==> config.mk <==
export PLATFORM = sky130hd
export DESIGN_NAME = pc_fetch_stage
export DESIGN_NICKNAME = d
export VERILOG_FILES = /design/src/rtl/pc_fetch_stage.sv
export SDC_FILE = /design/constraint.sdc
export NUM_CORES = 1
export LEC_CHECK = 0
export ABC_AREA = 1
export BUFFER_PORTS_ARGS = -buffer_cell sky130_fd_sc_hd__buf_2
export CAP_MARGIN = 0
export CORE_MARGIN = 4
export CORE_UTILIZATION = 50
export DETAILED_ROUTE_END_ITERATION = 12
export PLACE_DENSITY = 0.89
export SLEW_MARGIN = 0
export SYNTH_ARGS = -nofsm -noshare
export SYNTH_HDL_FRONTEND = slang
export SYNTH_SLANG_ARGS = --single-unit
==> constraint.sdc <==
create_clock -name clk -period 2.9 [get_ports clk]
set_input_delay 0.29 -clock clk [delete_from_list [all_inputs] [get_ports clk]]
set_output_delay 0.29 -clock clk [all_outputs]
set_load 0.02 [all_outputs]
==> src/rtl/pc_fetch_stage.sv <==
// Instruction-fetch stage: owns the word-addressed fetch PC, drives instruction memory
// and loads the IF/ID register, with branch/jump redirect, stall and HALT handling.
module pc_fetch_stage #(
  parameter int                     PC_WIDTH    = 10,
  parameter int                     INSTR_WIDTH = 16,
  parameter logic [PC_WIDTH-1:0]    RESET_PC    = '0,
  parameter logic [INSTR_WIDTH-1:0] NOP_INSTR   = '0
) (
  input  logic                   clk,
  input  logic                   rst_n,
  input  logic                   stall,
  input  logic                   branch_taken,
  input  logic [PC_WIDTH-1:0]    branch_target,
  input  logic                   jump,
  input  logic [PC_WIDTH-1:0]    jump_target,
  input  logic                   halt,
  output logic [PC_WIDTH-1:0]    imem_addr,
  input  logic [INSTR_WIDTH-1:0] imem_data,
  output logic [PC_WIDTH-1:0]    if_pc,
  output logic [PC_WIDTH-1:0]    if_pc_plus1,
  output logic [INSTR_WIDTH-1:0] if_instr,
  output logic                   if_valid,
  output logic                   halted
);

  typedef enum logic [1:0] {ST_BOOT, ST_RUN, ST_HALTED} state_e;

  state_e                 state_q, state_d;
  logic [PC_WIDTH-1:0]    fetch_pc_q, fetch_pc_d;
  logic [PC_WIDTH-1:0]    if_pc_q, if_pc_d;
  logic [INSTR_WIDTH-1:0] if_instr_q, if_instr_d;
  logic                   if_valid_q, if_valid_d;

  logic                   load_pc;
  logic [PC_WIDTH-1:0]    load_val;
  logic                   flush;
  logic                   advance;

  always_ff @(posedge clk) begin
    if (!rst_n) begin
      state_q    <= ST_BOOT;
      fetch_pc_q <= RESET_PC;
      if_pc_q    <= '0;
      if_instr_q <= NOP_INSTR;
      if_valid_q <= 1'b0;
    end else begin
      state_q    <= state_d;
      fetch_pc_q <= fetch_pc_d;
      if_pc_q    <= if_pc_d;
      if_instr_q <= if_instr_d;
      if_valid_q <= if_valid_d;
    end
  end

  always_comb begin
    state_d = state_q;
    case (state_q)
      ST_BOOT:   state_d = ST_RUN;
      ST_RUN:    if (!branch_taken && !jump && halt) state_d = ST_HALTED;
      ST_HALTED: if (branch_taken) state_d = ST_RUN;
      default:   state_d = ST_BOOT;
    endcase
  end

  // Control strobes; a taken branch outranks a jump because it is the older instruction.
  always_comb begin
    load_pc  = 1'b0;
    load_val = fetch_pc_q;
    flush    = 1'b0;
    advance  = 1'b0;
    halted   = (state_q == ST_HALTED);
    case (state_q)
      ST_RUN: begin
        if (branch_taken) begin
          load_pc  = 1'b1;
          load_val = branch_target;
          flush    = 1'b1;
        end else if (jump) begin
          load_pc  = 1'b1;
          load_val = jump_target;
          flush    = 1'b1;
        end else if (halt) begin
          flush    = 1'b1;
        end else if (!stall) begin
          advance  = 1'b1;
        end
      end
      ST_HALTED: begin
        if (branch_taken) begin
          load_pc  = 1'b1;
          load_val = branch_target;
          flush    = 1'b1;
        end
      end
      default: ;
    endcase
  end

  always_comb begin
    fetch_pc_d = fetch_pc_q;
    if_pc_d    = if_pc_q;
    if_instr_d = if_instr_q;
    if_valid_d = if_valid_q;
    if (load_pc) begin
      fetch_pc_d = load_val;
    end else if (advance) begin
      fetch_pc_d = fetch_pc_q + PC_WIDTH'(1);
    end
    if (flush) begin
      if_instr_d = NOP_INSTR;
      if_valid_d = 1'b0;
    end else if (advance) begin
      if_instr_d = imem_data;
      if_pc_d    = fetch_pc_q;
      if_valid_d = 1'b1;
    end
  end

  assign imem_addr   = fetch_pc_q;
  assign if_pc       = if_pc_q;
  assign if_pc_plus1 = if_pc_q + PC_WIDTH'(1);
  assign if_instr    = if_instr_q;
  assign if_valid    = if_valid_q;

endmodule
==> impl_metrics.toml, run 1 <==
[cts]
path_clk_slew_ps = 70
post_cts_buffers = 0
clockRootBuffer = "clkbuf_8"
htreeDepth = 2
clock_latency_ps = 290
clock_sinks = 39
cts_resized = 0
cts_buffer_depth = 2
cts_tree = "built"
hold_buffers = 0
cts_made_buffers = 5

[critical_path]
critical_path_class = "reg2out"
endpoint_kind = "output port"
worst_r2r_endpoint = "imem_addr[8]$_SDFFE_PN0P_"
crit_arrival_ps = 1790
crit_end = "if_pc_plus1[9]"
critPathLaunch = "if_pc[0]$_SDFFE_PN0P_"
reg2reg_depth = 11
crit_fanout = 3
cp.required_ps = 2610
cp-start-kind = "register"
r2r_slack_ps = 850
r2r_start = "state_q[0]$_SDFFE_PN0P_"

[floorplan]
core_area_sq_mm = 0.00400
rows = 23
start_util_pct = 51.9
io_pins = 90
die-area_sq_mm = 0.00524
die_x_um = 72.4
die_h_um = 72.4

[place]
gp_congestion = 0.977
hpwl_um = 4060
place_area_sq_mm = 0.00252
port_buffers = 89

[yosys]
synth_top_family_by_area = "simple AND/OR/NAND/NOR gates"
synth_xor_area_share_pct = 3.80
synth_fa_ha_area_share_pct = 3.62
synthArstFlopShare_pct = 0
synth_area_sq_mm = 0.00207
muxShareOfSynthArea_pct = 0
syn_avg_cell_area_sq_um = 6.80
yosysUniqueCellTypes = 30
ys_warn_count = 0
yosysSeqAreaShare_pct = 37.6
synth_compound_area_share_pct = 16.9
ys_ff_latch = 39
synth_nets = 353
synth-edff-count = 0
syn_inst = 305
synth-simple-area-share_pct = 30.0
ys.flop_type = "dfxtp_1"

[route]
wl_per_cell_um = 12.3
drt_first_iter_violations = 113
viasPerCell = 5.11
detail-route-antenna-nets = 0
first_pass_iters = 5
vias = 2245
wirelength_um = 5420
drc_errors = 0

[min_path]
hold_path.class = "in2reg"

[cells_and_area]
drive_above_1_share_pct = 27.5
design_area_sq_mm = 0.00263
area_growth_pct = 26.6
n_antenna_cell = 0
nets = 437
nFillCells = 375

[timing]
tightest_slew_ps = 466
fmax_mhz = 481
setup_viol = 0
fin_crit_sh_pct = 71.7
fin_skew_ps = 7.48
finalSetupTns_ps = 0
hold_viol_final = 0
min_period_ps = 2080
slew_viol_final = 0
rsz0062_at_grt = "false"
max_slew_margin_pct = 68.7

[pwr]
power.leakage_nw = 1.26
pwr-share-clk_pct = 36.2
combPwrFrac_pct = 16.1
total_power_mw = 1.19
switching_share_pct = 26.6
powerDensity_mw_per_mm2 = 452
p_seq_share_pct = 47.7
p_int_uw = 872
power.switching_uw = 316
irDropWorstVdd_v = 0.000330

[grt]
grt_pass1_wl_um = 8630
grt_pass1_vias = 1985
antenna_found_initial = 0
grt_max_degree = 37
track_usage_pct = 20.7
grt_overflow = 0

[run_status]
status = "completed"

[flow_run]
maxCapViolCount = 0
## cells in the final DEF, fill, tap and decap left out, types with 2 or more instances in the layout
cell / count
nor2_4: 2
nand2_1: 79
clkinv_1: 2
o21ai_0: 25
xor2_1: 8
nand2_2: 2
o21ai_1: 3
nor2_2: 2
buf_2: 89
inv_1: 26
nor2_1: 34
ha_1: 6
nor3_1: 5
o211ai_1: 2
a21oi_1: 36
clkbuf_8: 5
dfxtp_1: 39
nand3_2: 3
nand3_1: 10
## layout make-up
type                       instances  area [sq um]  share of cell area (%)
clock buffer                       6          72.6                    2.76
clock inverter                     1          30.0                    1.14
inverter                          29           109                    4.14
multi-input combinational        225          1130                    42.9
sequential                        39           781                    29.7
tap                               50          62.6                    2.38
timing repair buffer              89           445                    17.0
## logic make-up (layout without fill, tap and decap cells)
| family | Yosys count | in the layout |
|---|---|---|
| xor gates and xnor gates | 9 | 9 |
| buffers and inverters | 41 | 125 |
| and+or+nand+nor | 142 | 142 |
| adders and majority gates | 6 | 6 |
| AOI/OAI and AO/OA | 68 | 68 |
| DFF | 39 | 39 |
## state kept, by name (all words and copies together) (netlist names)
register	flops
imem_addr	10
if_instr	16
if_pc	10
if_valid	1
state_q	2
## per-layer routing
metal  track usage (%)  wire (um)
met5                 0          0
met4              8.20         71
met3              3.32        317
met2              34.7       2710
met1              26.5       2320
## worst max-delay path, stage by stage (launching register included)
cell     delay (ps)
dfxtp_1         350
inv_1            70
nor3_1          360
nand2_1         100
nor2_1          190
nand3_1         120
xor2_1          130
buf_2           170
## power groups by stage
stage	sequential (mW)	clock, mW	combinational, mW
floorplan	0.590	0	0.116
global placement	0.578	0	0.186
detailed placement	0.579	0	0.190
CTS	0.566	0.436	0.191
global route	0.568	0.459	0.216
finish	0.567	0.430	0.192
## worst min-delay path by stage
stage / from / endpoint / slack (ps) / cells past startpoint
2_1_floorplan: rst_n / if_pc[9]$_SDFFE_PN0P_ / 430 / 2
3_3_place_gp: if_valid$_SDFFE_PP0P_ / if_valid$_SDFFE_PP0P_ / 440 / 2
3_5_place_dp: if_valid$_SDFFE_PP0P_ / if_valid$_SDFFE_PP0P_ / 440 / 2
4_1_cts: imem_data[6] / if_instr[6]$_SDFFE_PP0P_ / 240 / 3
5_1_grt: imem_data[8] / if_instr[8]$_SDFFE_PP0P_ / 240 / 3
6_report: imem_data[6] / if_instr[6]$_SDFFE_PP0P_ / 240 / 3
## metrics by stage
| stage | std cells | util, % | worst slack (ps) | hold slack (ps) |
|---|---|---|---|---|
| detailed placement | 432 | 63.1 | 880 | 438 |
| global placement | 432 | 63.1 | 938 | 438 |
| global route | 439 | 65.7 | 513 | 244 |
| finish | 439 | 65.7 | 822 | 237 |
| CTS | 439 | 65.7 | 789 | 238 |
| floorplan | 305 | - | 960 | 428 |
## synth_stat cells (2+ instances only)
cell / instances / share of area [%]
a21oi_1: 36 / 8.7
buf_2: 4 / 0.97
buf_4: 2 / 0.72
clkbuf_1: 5 / 0.90
clkinv_1: 2 / 0.36
dfxtp_1: 39 / 38
ha_1: 6 / 3.6
inv_1: 26 / 4.7
nand2_1: 79 / 14
nand2_2: 2 / 0.60
nand3_1: 10 / 2.4
nand3_2: 3 / 1.4
nor2_1: 34 / 6.2
nor2_2: 2 / 0.60
nor2_4: 2 / 1.1
nor3_1: 5 / 1.2
o211ai_1: 2 / 0.72
o21ai_0: 25 / 6.0
o21ai_1: 3 / 0.72
xor2_1: 8 / 3.4
No activity file was read; power rests on OpenSTA's default activity.
==> run 2: changes to the inputs <==
--- a/config.mk
+++ b/config.mk
@@ -9,9 +9,9 @@
 export BUFFER_PORTS_ARGS = -buffer_cell sky130_fd_sc_hd__buf_2
 export CAP_MARGIN = 0
 export CORE_MARGIN = 4
-export CORE_UTILIZATION = 50
+export CORE_UTILIZATION = 47
 export DETAILED_ROUTE_END_ITERATION = 12
-export PLACE_DENSITY = 0.89
+export PLACE_DENSITY = 0.84
 export SLEW_MARGIN = 0
 export SYNTH_ARGS = -nofsm -noshare
 export SYNTH_HDL_FRONTEND = slang
==> constraint.sdc (replaced) <==
create_clock -name clk -period 2.1 [get_ports clk]
set_input_delay 0.21 -clock clk [delete_from_list [all_inputs] [get_ports clk]]
set_output_delay 0.21 -clock clk [all_outputs]
set_load 0.02 [all_outputs]
==> impl_metrics.toml, run 2 (synthesis gave the netlist of run 1 again) <==
[run_status]
status = "completed"

[critical_path]
r2r_start = "state_q[1]$_SDFFE_PN0P_"
worst_r2r_endpoint = "imem_addr[8]$_SDFFE_PN0P_"
endpoint_kind = "register"
cp.required_ps = 2330
reg2reg_depth = 11
crit_arrival_ps = 2090
cp-start-kind = "register"
crit_fanout = 7
critical_path_class = "reg2reg"
r2r_slack_ps = 240

[cells_and_area]
final_cell_mix = "buf_2, nand2_1, dfxtp_1"
largest_reg_flops = 16
area_growth_pct = 27.9
seqCellArea_sq_um = 781
nFillCells = 397
drive_above_1_share_pct = 29.1
finalNonFillerCells = 445
nets = 442
n_antenna_cell = 0
multi_input_area_sq_mm = 0.00113
final_common_cell = "buf_2"

[floorplan]
core_area_sq_mm = 0.00414
rows = 23
die_h_um = 74.4
start_util_pct = 50.1
die_x_um = 74.4
io_pins = 90
die-area_sq_mm = 0.00554

[route]
routed-wl-met3_um = 321
drt_first_iter_violations = 125
wl_per_cell_um = 12.6
drc_errors = 0
wl_met1_um = 2300
wirelength_um = 5600
top_layer = "met4"
detail-route-antenna-nets = 0
met2_length_um = 2870
viasPerCell = 5.09
first_pass_iters = 4
vias = 2266

[timing]
hold_viol_final = 0
fmax_mhz = 537
fin_crit_sh_pct = 88.6
min_period_ps = 1860
slew_viol_final = 0
finalSetupTns_ps = 0
rsz0062_at_grt = "false"
fin_skew_ps = 6.96
setup_viol = 0
tightest_slew_ps = 421
max_slew_margin_pct = 71.9

[pwr]
switching_share_pct = 29.2
irDropWorstVdd_v = 0.000393
p_seq_share_pct = 50.7
powerDensity_mw_per_mm2 = 582
power.switching_uw = 451
power.leakage_nw = 1.28
combPwrFrac_pct = 17.8
pwr-share-clk_pct = 31.5
p_int_mw = 1.09

[place]
gp_congestion = 0.843
dp_cells = 437
port_buffers = 89
hpwl_um = 4380

[cts]
cts_made_buffers = 5
clockRootBuffer = "clkbuf_8"
cts_resized = 0
hold_buffers = 0
cts_buffer_depth = 2
cts_tree = "built"
clock_sinks = 39
htreeDepth = 2
path_clk_slew_ps = 80
post_cts_buffers = 0
clock_latency_ps = 290

[min_path]
min_path_cells = 3
min_from = "imem_data[14]"
worstHoldEndpoint = "if_instr[14]$_SDFFE_PP0P_"
hold_path.class = "in2reg"

[grt]
grt_overflow = 0
track_usage_pct = 21.2
grt_max_degree = 35
antenna_found_initial = 0
grt_pass1_vias = 2118
grt_pass1_wl_um = 9220

[flow_run]
maxCapViolCount = 0
## run 2: final cells by class
class                      instances  area share [%]
tap                               50            2.36
sequential                        39            29.4
clock inverter                     2           0.471
multi-input combinational        225            42.7
timing repair buffer              94            18.2
inverter                          29            4.10
clock buffer                       6            2.73
## run 2: worst max path at each step
stage                            startpoint                   endpoint  slack (ps)  depth (start not counted)
floorplan             if_pc[0]$_SDFFE_PN0P_             if_pc_plus1[9]         240                          6
global placement    state_q[1]$_SDFFE_PN0P_  imem_addr[9]$_SDFFE_PN0P_         380                         10
detailed placement  state_q[1]$_SDFFE_PN0P_  imem_addr[8]$_SDFFE_PN0P_         290                         11
CTS                   if_pc[0]$_SDFFE_PN0P_             if_pc_plus1[7]          70                          7
global route          if_pc[0]$_SDFFE_PN0P_             if_pc_plus1[9]          30                          7
finish              state_q[1]$_SDFFE_PN0P_  imem_addr[8]$_SDFFE_PN0P_         240                         11
## run 2: critical path, stage by stage, from the launching register on
cell and delay, ps:
dfxtp_1 330, inv_1 100, ha_1 300, inv_1 90, nand2_1 120, nand2_2 110, nand2_2 90, inv_2 40
nor2_2 210, buf_4 190, o21ai_0 80, nor2_1 130
## run 2: layer usage
metal | global-route usage, % | up-vias
met5 | 0 | -
met4 | 9.29 | 0
met3 | 3.65 | 10
met2 | 36.0 | 61
met1 | 26.2 | 1035
li1 | - | 1160
## run 2: stage by stage
stage	setup slack, ps	utilization (%)	total power, mW	hold slack [ps]	instance area [sq um]
6_report	239	64.0	1.54	166	2650
5_1_grt	26.8	64.0	1.62	169	2650
4_1_cts	67.2	63.9	1.55	162	2650
3_5_place_dp	285	61.8	1.07	435	2560
3_3_place_gp	383	61.8	1.07	432	2560
2_1_floorplan	240	-	0.974	348	2070
## run 2: power groups by stage
| stage | Sequential, mW | Combinational, mW | Clock, mW |
|---|---|---|---|
| after floorplan | 0.814 | 0.160 | 0 |
| after CTS | 0.783 | 0.275 | 0.495 |
| final | 0.783 | 0.275 | 0.486 |
| after detailed placement | 0.800 | 0.274 | 0 |
| after global placement | 0.798 | 0.268 | 0 |
| after global routing | 0.787 | 0.307 | 0.528 |
==> run 3: changes to the inputs <==
--- a/config.mk
+++ b/config.mk
@@ -12,6 +12,7 @@
 export CORE_UTILIZATION = 47
 export DETAILED_ROUTE_END_ITERATION = 12
 export PLACE_DENSITY = 0.84
+export RECOVER_POWER = 25
 export SLEW_MARGIN = 0
 export SYNTH_ARGS = -nofsm -noshare
 export SYNTH_HDL_FRONTEND = slang
==> impl_metrics.toml, run 3 (synthesis gave the netlist of run 1 again) <==
[timing]
setup_viol = 0
hold_viol_final = 0
fin_skew_ps = 7.04
slew_viol_final = 0
max_slew_margin_pct = 71.2
fin_hold_ws_ps = 166
fmax_mhz = 539
tightest_slew_ps = 431
min_period_ps = 1860
fin_crit_sh_pct = 88.4
finalSetupTns_ps = 0
rsz0062_at_grt = "false"
setup_ws_ps = 243

[flow_run]
maxCapViolCount = 0

[grt]
grt_overflow = 0
track_usage_pct = 21.2
grt_max_degree = 35
antenna_found_initial = 0
grt_pass1_vias = 2118
grt_pass1_wl_um = 9220

[place]
pre_cts_slack_ps = 285
gp_congestion = 0.843
port_buffers = 89
hpwl_um = 4380

[route]
wirelength_um = 5600
first_pass_iters = 4
detail-route-antenna-nets = 0
vias = 2263
viasPerCell = 5.09
drt_first_iter_violations = 119
wl_per_cell_um = 12.6
drc_errors = 0

[floorplan]
die-area_sq_mm = 0.00554
start_util_pct = 50.1
die_x_um = 74.4
io_pins = 90
core_area_sq_mm = 0.00414
die_h_um = 74.4
rows = 23

[critical_path]
critical_path_class = "reg2reg"
reg2reg_depth = 11
r2r_start = "state_q[1]$_SDFFE_PN0P_"
endpoint_kind = "register"
crit_fanout = 7
crit_end = "imem_addr[8]$_SDFFE_PN0P_"
critPathLaunch = "state_q[1]$_SDFFE_PN0P_"
cp.required_ps = 2330
worst_r2r_endpoint = "imem_addr[8]$_SDFFE_PN0P_"
cp-start-kind = "register"
r2r_slack_ps = 240
crit_arrival_ps = 2080

[cells_and_area]
nets = 442
n_antenna_cell = 0
seqCellArea_sq_um = 781
largest_reg_flops = 16
multi_input_area_sq_mm = 0.00113
final_common_cell = "nand2_1"
area_growth_pct = 26.7
drive_above_1_share_pct = 23.8
final_cell_mix = "nand2_1, buf_2, dfxtp_1"
nFillCells = 410

[cts]
cts_made_buffers = 5
cts_buffer_depth = 2
clockRootBuffer = "clkbuf_8"
clock_sinks = 39
cts_tree = "built"
clock_latency_ps = 290
path_clk_slew_ps = 80
post_cts_buffers = 0
hold_buffers = 0
htreeDepth = 2
cts_resized = 0

[pwr]
powerDensity_mw_per_mm2 = 587
irDropWorstVdd_v = 0.000390
power.leakage_nw = 1.19
total_power_mw = 1.54

[run_status]
status = "completed"

[min_path]
hold_path.class = "in2reg"
[run 3: cell types whose count changed in the layout (fill, tap and decap cells not counted), sizes merged]
cell / change
buf: -21
clkbuf: +21
[run 3: cell type report]
class                           instances  area share, %
Clock inverter                          2          0.476
Clock buffer                            6           2.76
Inverter                               29           4.14
Tap cell                               50           2.38
Timing Repair Buffer                   94           17.4
Multi-Input combinational cell        225           43.1
Sequential cell                        39           29.7
[run 3: metal layers]
metal / wire length [um] / part of all wire, % / track usage (%)
met1: 2290 / 41 / 26.2
met2: 2840 / 51 / 36.0
met3: 371 / 6.6 / 3.65
met4: 95 / 1.7 / 9.29
met5: 0 / 0 / 0
[run 3: how the worst min path moves through the flow]
stage,to,cells after the start,slack (ps),from
global placement,if_valid$_SDFFE_PP0P_,2,430,if_valid$_SDFFE_PP0P_
detailed placement,if_valid$_SDFFE_PP0P_,2,430,if_valid$_SDFFE_PP0P_
finish,if_instr[14]$_SDFFE_PP0P_,3,170,imem_data[14]
CTS,if_instr[5]$_SDFFE_PP0P_,3,160,imem_data[5]
global route,if_instr[14]$_SDFFE_PP0P_,3,170,imem_data[14]
floorplan,if_pc[9]$_SDFFE_PN0P_,2,350,rst_n
[run 3: critical path: stages, from the launching register on]
cell and delay (ps):
dfxtp_1 330, inv_1 100, ha_1 300, inv_1 90, nand2_1 120, nand2_2 110, nand2_2 90, inv_2 40
nor2_2 210, buf_4 190, o21ai_0 90, nor2_1 130
[run 3: metrics by stage]
step / util (%) / cell area [sq um] / std cells
detailed placement: 61.8 / 2560 / 437
global route: 63.4 / 2630 / 445
finish: 63.4 / 2630 / 445
global placement: 61.8 / 2560 / 437
floorplan: - / 2070 / 305
CTS: 63.9 / 2650 / 445
[run 3: report_power, final]
part	internal (mW)	total (mW)	switching, mW
combinational	0.100	0.273	0.173
clock	0.232	0.485	0.253
sequential	0.760	0.783	0.0235
